===== src/rtl/mips_bus_pkg.sv =====
// mips_bus_pkg
// Shared types and defaults for the MIPS memory-bus arbiter.
//   arb_state_t : arbiter FSM encoding (IDLE, GRANT0, GRANT1)
//   DEF_AW/DEF_DW : default address/data widths
//   bus_req_t   : one master's request bundle at the default widths
package mips_bus_pkg;

  localparam int DEF_AW = 32;
  localparam int DEF_DW = 32;

  typedef enum logic [1:0] {
    IDLE   = 2'd0,
    GRANT0 = 2'd1,
    GRANT1 = 2'd2
  } arb_state_t;

  typedef struct packed {
    logic [DEF_AW-1:0]   address;
    logic                read;
    logic                write;
    logic [DEF_DW/8-1:0] byteenable;
    logic [DEF_DW-1:0]   writedata;
  } bus_req_t;

endpackage


===== src/rtl/bus_rr_picker.sv =====
// bus_rr_picker
// Combinational two-way round-robin choice.
//   req0, req1 : pending requests
//   last       : most recent winner (0 = master 0, 1 = master 1)
//   valid      : at least one request pending
//   winner     : chosen master; on a tie the one that did not win last
module bus_rr_picker (
  input  logic req0,
  input  logic req1,
  input  logic last,
  output logic valid,
  output logic winner
);

  assign valid  = req0 | req1;
  assign winner = (req0 & req1) ? ~last : req1;

endmodule


===== src/rtl/mips_bus_arbiter.sv =====
// mips_bus_arbiter
// Shares one Avalon-style slave bus between the instruction-fetch master (m0)
// and the data master (m1). One master is granted at a time, the grant is held
// until the transaction completes, and ties alternate round-robin.
//   clk, reset          : clock, synchronous active-high reset
//   m0_*, m1_*          : master request ports and waitrequest/readdata returns
//   s_*                 : slave-side bus
//   busy                : high while a master holds the grant
//   grant_count         : completed transactions, wraps silently
module mips_bus_arbiter
  import mips_bus_pkg::*;
#(
  parameter int AW = DEF_AW,
  parameter int DW = DEF_DW
) (
  input  logic            clk,
  input  logic            reset,
  input  logic [AW-1:0]   m0_address,
  input  logic            m0_read,
  input  logic            m0_write,
  input  logic [DW/8-1:0] m0_byteenable,
  input  logic [DW-1:0]   m0_writedata,
  output logic            m0_waitrequest,
  output logic [DW-1:0]   m0_readdata,
  input  logic [AW-1:0]   m1_address,
  input  logic            m1_read,
  input  logic            m1_write,
  input  logic [DW/8-1:0] m1_byteenable,
  input  logic [DW-1:0]   m1_writedata,
  output logic            m1_waitrequest,
  output logic [DW-1:0]   m1_readdata,
  output logic [AW-1:0]   s_address,
  output logic            s_read,
  output logic            s_write,
  output logic [DW/8-1:0] s_byteenable,
  output logic [DW-1:0]   s_writedata,
  input  logic            s_waitrequest,
  input  logic [DW-1:0]   s_readdata,
  output logic            busy,
  output logic [31:0]     grant_count
);

  arb_state_t  state_q, state_d;
  logic        last_q;
  logic [31:0] grant_count_q;
  logic        m0_req, m1_req;
  logic        pick_valid, pick_winner;
  logic        xfer_done;

  assign m0_req = m0_read | m0_write;
  assign m1_req = m1_read | m1_write;

  bus_rr_picker u_picker (
    .req0   (m0_req),
    .req1   (m1_req),
    .last   (last_q),
    .valid  (pick_valid),
    .winner (pick_winner)
  );

  always_ff @(posedge clk) begin
    if (reset) begin
      state_q       <= IDLE;
      last_q        <= 1'b1;
      grant_count_q <= '0;
    end else begin
      state_q <= state_d;
      if (xfer_done) begin
        last_q        <= (state_q == GRANT1);
        grant_count_q <= grant_count_q + 32'd1;
      end
    end
  end

  // Slave-side mux. Strobes are masked by reset so an in-flight request never
  // reaches the slave during a reset cycle; waitrequest is held high under
  // reset too, so a master cannot mistake that cycle for a completion.
  always_comb begin
    s_address      = '0;
    s_read         = 1'b0;
    s_write        = 1'b0;
    s_byteenable   = '0;
    s_writedata    = '0;
    m0_waitrequest = 1'b1;
    m1_waitrequest = 1'b1;
    case (state_q)
      GRANT0: begin
        s_address      = m0_address;
        s_read         = m0_read & ~reset;
        s_write        = m0_write & ~reset;
        s_byteenable   = m0_byteenable;
        s_writedata    = m0_writedata;
        m0_waitrequest = s_waitrequest | reset;
      end
      GRANT1: begin
        s_address      = m1_address;
        s_read         = m1_read & ~reset;
        s_write        = m1_write & ~reset;
        s_byteenable   = m1_byteenable;
        s_writedata    = m1_writedata;
        m1_waitrequest = s_waitrequest | reset;
      end
      default: ;
    endcase
  end

  assign xfer_done = (s_read | s_write) & ~s_waitrequest;

  // A granted master dropping its request without completing is a protocol
  // error; fall back to IDLE without counting it.
  always_comb begin
    state_d = state_q;
    case (state_q)
      IDLE:    if (pick_valid) state_d = pick_winner ? GRANT1 : GRANT0;
      GRANT0:  if (xfer_done || !m0_req) state_d = IDLE;
      GRANT1:  if (xfer_done || !m1_req) state_d = IDLE;
      default: state_d = IDLE;
    endcase
  end

  assign m0_readdata = s_readdata;
  assign m1_readdata = s_readdata;
  assign busy        = (state_q != IDLE);
  assign grant_count = grant_count_q;

  m0_rw_exclusive: assert property (@(posedge clk) disable iff (reset) !(m0_read && m0_write));
  m1_rw_exclusive: assert property (@(posedge clk) disable iff (reset) !(m1_read && m1_write));

endmodule


===== config.mk =====
export PLATFORM = sky130hd
export DESIGN_NAME = mips_bus_arbiter
export DESIGN_NICKNAME = d
export VERILOG_FILES = /design/src/rtl/mips_bus_pkg.sv /design/src/rtl/bus_rr_picker.sv /design/src/rtl/mips_bus_arbiter.sv
export SDC_FILE = /design/constraint.sdc
export NUM_CORES = 1
export LEC_CHECK = 0
export ABC_AREA = 1
export CORE_AREA = 10 10 125 127
export CTS_BUF_LIST = sky130_fd_sc_hd__clkbuf_2
export DETAILED_ROUTE_END_ITERATION = 7
export DIE_AREA = 0 0 135 137
export PLACE_DENSITY_LB_ADDON = 0.05
export REMOVE_ABC_BUFFERS = 1
export SLEW_MARGIN = 30
export SYNTH_ARGS = -nofsm -noshare
export SYNTH_HDL_FRONTEND = slang
export SYNTH_SLANG_ARGS = --single-unit

===== constraint.sdc =====
create_clock -name clk -period 2.3 [get_ports clk]
set_input_delay 0.46 -clock clk [delete_from_list [all_inputs] [get_ports clk]]
set_output_delay 0.46 -clock clk [all_outputs]
set_load 0.005 [all_outputs]

==> results of run 1 <==
-- power breakdown --
part	switching [mW]	internal, mW	leakage (nW)
Sequential	0.0109	0.624	0.283
Combinational	1.01	0.962	2.25
Clock	0.219	0.0832	0.0330
Total	1.24	1.67	2.57
-- synthesized netlist by cell type, drive strengths merged --
cell	number	area [um2]
nor3b	5	42.5
o211ai	1	7.51
nand2	223	850
and3	1	6.26
xnor2	2	17.5
a21oi	85	437
dfxtp	35	701
nand3b	1	7.51
nor3	10	50.1
nand4	5	31.3
clkbuf	19	71.3
inv	49	184
nand3	38	195
buf	75	543
ha	5	62.6
o21ai	14	70.1
o21bai	1	7.51
and2	1	6.26
nor2	63	262
-- worst register-to-register path: stages, from the launching register on --
cell and delay, ns:
dfxtp_2 0.37, inv_2 0.05, buf_6 0.12, ha_4 0.17, buf_12 0.13, buf_16 0.14
inv_2 0.06, nand2_1 0.04, nand2_1 0.07, nand2_2 0.06, buf_4 0.14, nand2_2 0.08
nand2_4 0.11, buf_4 0.18, nand2_1 0.08, nand2_1 0.08, a21oi_1 0.13, nor2_1 0.05
-- layout make-up --
cell class,count,area share [%]
Clock inverter,1,0.0781
Antenna cell,1,0.0390
Clock buffer,7,0.547
Tap cell,176,3.44
Inverter,49,3.07
Timing Repair Buffer,295,43.9
Sequential cell,35,11.0
Multi-Input combinational cell,455,37.9
-- routing by layer --
layer / track usage, % / share of wire [%] / vias to the layer above / wire [um]
met1: 23.5 / 34 / 2145 / 8600
li1: - / - / 2350 / -
met3: 18.7 / 16 / 17 / 4020
met2: 43.6 / 48 / 293 / 12000
met5: 1.94 / 0 / - / 0
met4: 5.02 / 1.9 / 0 / 485
-- flip-flops by register name (all words and copies together), names as in the netlist --
signal	flops
last_q	1
grant_count	32
state_q	2
-- worst max-delay path by stage --
stage	end	slack, ns
after floorplan	grant_count[3]	-0.43
after global placement	s_address[31]	-0.14
after detailed placement	s_address[31]	-0.13
after CTS	s_writedata[20]	-0.04
after global routing	s_writedata[7]	-0.13
final	s_writedata[19]	-0.005
-- through the flow --
step	hold slack (ns)	utilization [%]	instance area, um2	power [mW]	TNS [ns]
finish	0.502	49.0	6410	2.91	-0.00917
global route	0.540	49.0	6410	3.11	-2.90
CTS	0.506	46.4	6070	2.67	-0.432
detailed placement	0.471	45.6	5970	2.26	-0.807
global placement	0.463	45.6	5970	2.26	-0.416
floorplan	0.440	-	2940	1.20	-18.00
-- cell families after synthesis --
family          count (synthesis)  share of synthesized area, %
simple gates                  347                          40.8
fa+ha+maj                       5                          1.76
buf+inv                       143                          22.5
xor+xnor                        2                         0.493
compound gates                101                          14.7
flops                          35                          19.7
-- what timing repair did --
action                                 CTS  global route
pin swaps                                8            24
resized for setup                      268           133
setup buffers                            7             4
setup endpoints to repair               71            68
endpoints found under the hold margin    0             0
gates cloned                             2             3
==> impl_metrics.tcl, run 1 <==
set metrics [dict create \
    drv_slew 0 \
    multiInputGateArea_mm2 0.00243 \
    synth_cell_type_count 31 \
    final_common_cell "nand2_1" \
    syn_inst 633 \
    syn_area_per_cell_um2 5.61 \
    syn-cell-area_mm2 0.00355 \
    drt-initial-drc-count 226 \
    clock_path_buffers 2 \
    worstPathCellList "inv_2, buf_6, ha_4, buf_12, buf_12, buf_8, buf_8, nand2_2, a21oi_2, buf_2" \
    layout_setup_ws_ns -0.00500 \
    critPathArrivalTime_ns 1.85 \
    r2r-start "state_q[0]" \
    place_inst 995 \
    leakage_nw 2.57 \
    clock_sink_count 35 \
    slew_headroom_pct 76.7 \
    max_freq_mhz 434 \
    core-area_mm2 0.0131 \
    firstDrtPassIters 4 \
    pre_cts_slack_ns -0.134 \
    path_depth 10 \
    ys_ff_latch 35 \
    grt_pass1_wl_um 33800 \
    crit_start "state_q[0]" \
    die_h_um 137 \
    routabilityCongestion 0.932 \
    crit_family "buffers and inverters" \
    cpPeakStageDelay_ns 0.36 \
    end_kind "output pin" \
    nets 1021 \
    grt_use_total_pct 25.2 \
    worst-path-max-fanout 7 \
    hold_viol 0 \
    crit_type "register to output pin" \
    final_cells 1019 \
    die-width_um 135 \
    setup_viol 2 \
    cp_slowest_cell "dfxtp_2" \
    start_kind "register" \
    wirelength_um 25100 \
    worstHoldStart "last_q" \
    root_buffer "clkbuf_2" \
    synth_warnings 0 \
    cts_tree "done" \
    post_drt_wl_per_cell_um 24.6 \
    cap_violations 0 \
    grt_max_degree 30 \
    rsz0062_at_grt "true" \
    rows 42 \
    route.detailed.drc 0 \
    fin_crit_ns 2.31 \
    worst_slew_pin_slew_ns 0.346 \
    drive_gt1_share_pct 27.6 \
    syn2layout_area_growth_pct 80.5 \
    violations "negative setup slack" \
    cts_buffers 5 \
    path_buf_inv 7 \
    mostFrequentLayoutCells "nand2_1 (189), clkdlybuf4s50_1 (176), nor2_1 (57)" \
    clk_pin_slew_worst_paths_ns 0.18 \
    clock_latency_ns 0.38 \
    grt.overflow.total 0 \
    fin_worst_skew_ns 0.0101 \
    ant_nets 0 \
    reg2reg_depth 17 \
    whs_endpoint "last_q" \
    register_area_um2 703 \
    min_path_cells 2 \
    status "complete, but fails checks" \
    post-dp-hpwl_um 21100 \
    reg2reg_slack_ns 0.18 \
    required_ns 1.84 \
    dieArea_mm2 0.0185 \
    htree_levels 2 \
    postCtsHoldBufs 0 \
    antenna_found_initial 1 \
    start_util_pct 27.1 \
    r2r-end "state_q[0]" \
    io_buffers 247 \
    power.density_mw_per_mm2 454 \
    vdd_drop_max_mv 0.319 \
    fillers 1404 \
    grt_pass1_vias 4852 \
    finalCritPeriodShare_pct 100 \
    io_pins 344 \
    vias 4805 \
    yosysSeqAreaShare_pct 19.7 \
    holdCritPathClass "register to register" \
    viasPerCell 4.72 \
]
No activity file was read; power rests on OpenSTA's default activity.
==> run 2, diff against run 1 <==
--- a/config.mk
+++ b/config.mk
@@ -12,7 +12,9 @@
 export DIE_AREA = 0 0 135 137
 export PLACE_DENSITY_LB_ADDON = 0.05
 export REMOVE_ABC_BUFFERS = 1
+export SETUP_SLACK_MARGIN = 0.4
 export SLEW_MARGIN = 30
 export SYNTH_ARGS = -nofsm -noshare
 export SYNTH_HDL_FRONTEND = slang
 export SYNTH_SLANG_ARGS = --single-unit
+export TNS_END_PERCENT = 1
==> impl_metrics.tcl, run 2 (same netlist as run 1, synthesis figures left out) <==
set metrics [dict create \
    wirelength_um 24900 \
    power_switching_share_pct 42.7 \
    switchingPower_mw 1.22 \
    start_kind "register" \
    intPower_mw 1.63 \
    slew_headroom_pct 65.9 \
    p_clk_share_pct 10.5 \
    place_area_mm2 0.00597 \
    cap_violations 0 \
    grt_use_total_pct 25.3 \
    htree_levels 2 \
    post_drt_wl_per_cell_um 24.5 \
    vias 4785 \
    nets 1018 \
    cts_buffers 5 \
    firstDrtPassIters 4 \
    die-width_um 135 \
    combPwrFrac_pct 67.2 \
    clock_sink_count 35 \
    rsz0062_at_grt "true" \
    required_ns 1.84 \
    final_common_cell "nand2_1" \
    drt-initial-drc-count 202 \
    worstHoldStart "grant_count[8]" \
    status "completed" \
    worst-path-max-fanout 13 \
    viasPerCell 4.71 \
    ant_nets 0 \
    dieArea_mm2 0.0185 \
    worstPathCellList "inv_2, buf_6, ha_4, buf_12, buf_8, nand2_1, a21oi_2, clkdlybuf4s15_1" \
    cp_slowest_cell "dfxtp_2" \
    max_freq_mhz 443 \
    pre_cts_slack_ns -0.134 \
    io_pins 344 \
    cts_tree "done" \
    io_buffers 247 \
    r2r-start "state_q[0]" \
    crit_family "buffers and inverters" \
    reg2reg_depth 17 \
    worst_slew_pin_slew_ns 0.508 \
    end_kind "output pin" \
    setup_viol 0 \
    layout_setup_ws_ns 0.0441 \
    grt_pass1_wl_um 34000 \
    rows 42 \
    root_buffer "clkbuf_2" \
    clock_latency_ns 0.37 \
    mostFrequentLayoutCells "nand2_1 (195), clkdlybuf4s50_1 (174), nor2_1 (52)" \
    antenna_found_initial 1 \
    drv_slew 0 \
    critPathArrivalTime_ns 1.80 \
    grt_max_degree 30 \
    finalCritPeriodShare_pct 98.1 \
    die_h_um 137 \
    fin_worst_skew_ns 0.00879 \
    whs_endpoint "grant_count[8]" \
    largest_reg_flops 32 \
    syn2layout_area_growth_pct 85.4 \
    holdCritPathClass "register to register" \
    grt_pass1_vias 4885 \
    fillers 1378 \
    power.density_mw_per_mm2 432 \
    path_buf_inv 5 \
    postLayoutCellArea_mm2 0.00659 \
    start_util_pct 27.1 \
    min_path_cells 2 \
    clock_path_buffers 2 \
    leakage_nw 2.60 \
    r2r-end "grant_count[14]" \
    vdd_drop_max_mv 0.298 \
    clk_pin_slew_worst_paths_ns 0.19 \
    core-area_mm2 0.0131 \
    cpPeakStageDelay_ns 0.36 \
    route.detailed.drc 0 \
    reg2reg_slack_ns 0.22 \
    drive_gt1_share_pct 31.7 \
    power_frac_seq_pct 22.3 \
    routabilityCongestion 0.932 \
    post-dp-hpwl_um 21100 \
    crit_type "register to output pin" \
    grt.overflow.total 0 \
    hold_viol 0 \
    fin_crit_ns 2.26 \
]
[run 2: changes by cell type in the layout (fill, tap and decap cells not counted), sizes merged]
cell / before / now
clkinv: 1 / 2
dlygate4sd2: 1 / 3
clkbuf: 15 / 19
clkdlybuf4s50: 176 / 174
clkdlybuf4s15: 1 / 3
inv: 49 / 48
buf: 108 / 99
[run 2: layout make-up]
cell class	instances	area, um2	area share [%]
diodes	1	2.50	0.0380
clock buffers	7	35.0	0.532
clock inverters	1	5.00	0.0760
inverters	49	201	3.06
multi-input cells	455	2590	39.3
flip-flops and latches	35	726	11.0
well taps	176	220	3.34
repair buffers	292	2810	42.6
[run 2: routing by layer]
metal  track usage, %  up-vias  part of all wire (%)
met4             4.31        0                   1.7
met5             1.94        -                     0
met3             19.0       10                    16
li1                 -     2354                     -
met1             23.8     2129                    34
met2             43.9      292                    47
[run 2: power by group through the flow]
| stage | logic (mW) | clock network, mW | registers, mW |
|---|---|---|---|
| 6_report | 1.91 | 0.299 | 0.634 |
| 5_1_grt | 2.07 | 0.346 | 0.637 |
| 4_1_cts | 1.77 | 0.316 | 0.635 |
| 3_5_place_dp | 1.62 | 0 | 0.644 |
| 3_3_place_gp | 1.62 | 0 | 0.644 |
| 2_1_floorplan | 0.561 | 0 | 0.644 |
[run 2: how the worst max path moves through the flow]
stage                         startpoint              to  slack (ns)  cells past startpoint
after floorplan               state_q[0]  grant_count[3]       -0.43                      9
after global placement    m0_address[31]   s_address[31]       -0.14                      5
after detailed placement  m0_address[31]   s_address[31]       -0.13                      5
after CTS                     state_q[0]  s_writedata[2]        0.03                      9
after global routing          state_q[0]   s_address[29]       -0.09                      8
final                         state_q[0]   s_address[29]        0.04                      8
[run 2: per-stage QoR]
| step | hold slack, ns | setup TNS (ns) | utilization (%) | total power, mW | std cells |
|---|---|---|---|---|---|
| floorplan | 0.440 | -18.00 | - | 1.20 | 539 |
| global placement | 0.463 | -0.416 | 45.6 | 2.26 | 995 |
| detailed placement | 0.471 | -0.807 | 45.6 | 2.26 | 995 |
| CTS | 0.506 | 0 | 47.4 | 2.72 | 1015 |
| global route | 0.517 | -1.30 | 50.3 | 3.05 | 1015 |
| finish | 0.500 | 0 | 50.3 | 2.85 | 1016 |
[run 2: repair_timing]
action,CTS,global route
hold buffers,0,0
gates cloned,4,0
setup buffers,8,0
setup endpoints to repair,110,124
gates resized for setup,239,214
pin swaps,7,83
[run 2: worst register-to-register path, cell delays in order (launching register included)]
cell	delay, ns
dfxtp_2	0.37
inv_2	0.05
buf_6	0.12
ha_4	0.17
buf_12	0.13
buf_16	0.13
clkinv_4	0.04
nand2_2	0.04
nand2_2	0.06
nand2_2	0.06
buf_6	0.13
nand2_4	0.07
nand2_8	0.10
buf_12	0.18
nor2_4	0.17
nand2_1	0.06
o21ai_1	0.07
nor2_1	0.05
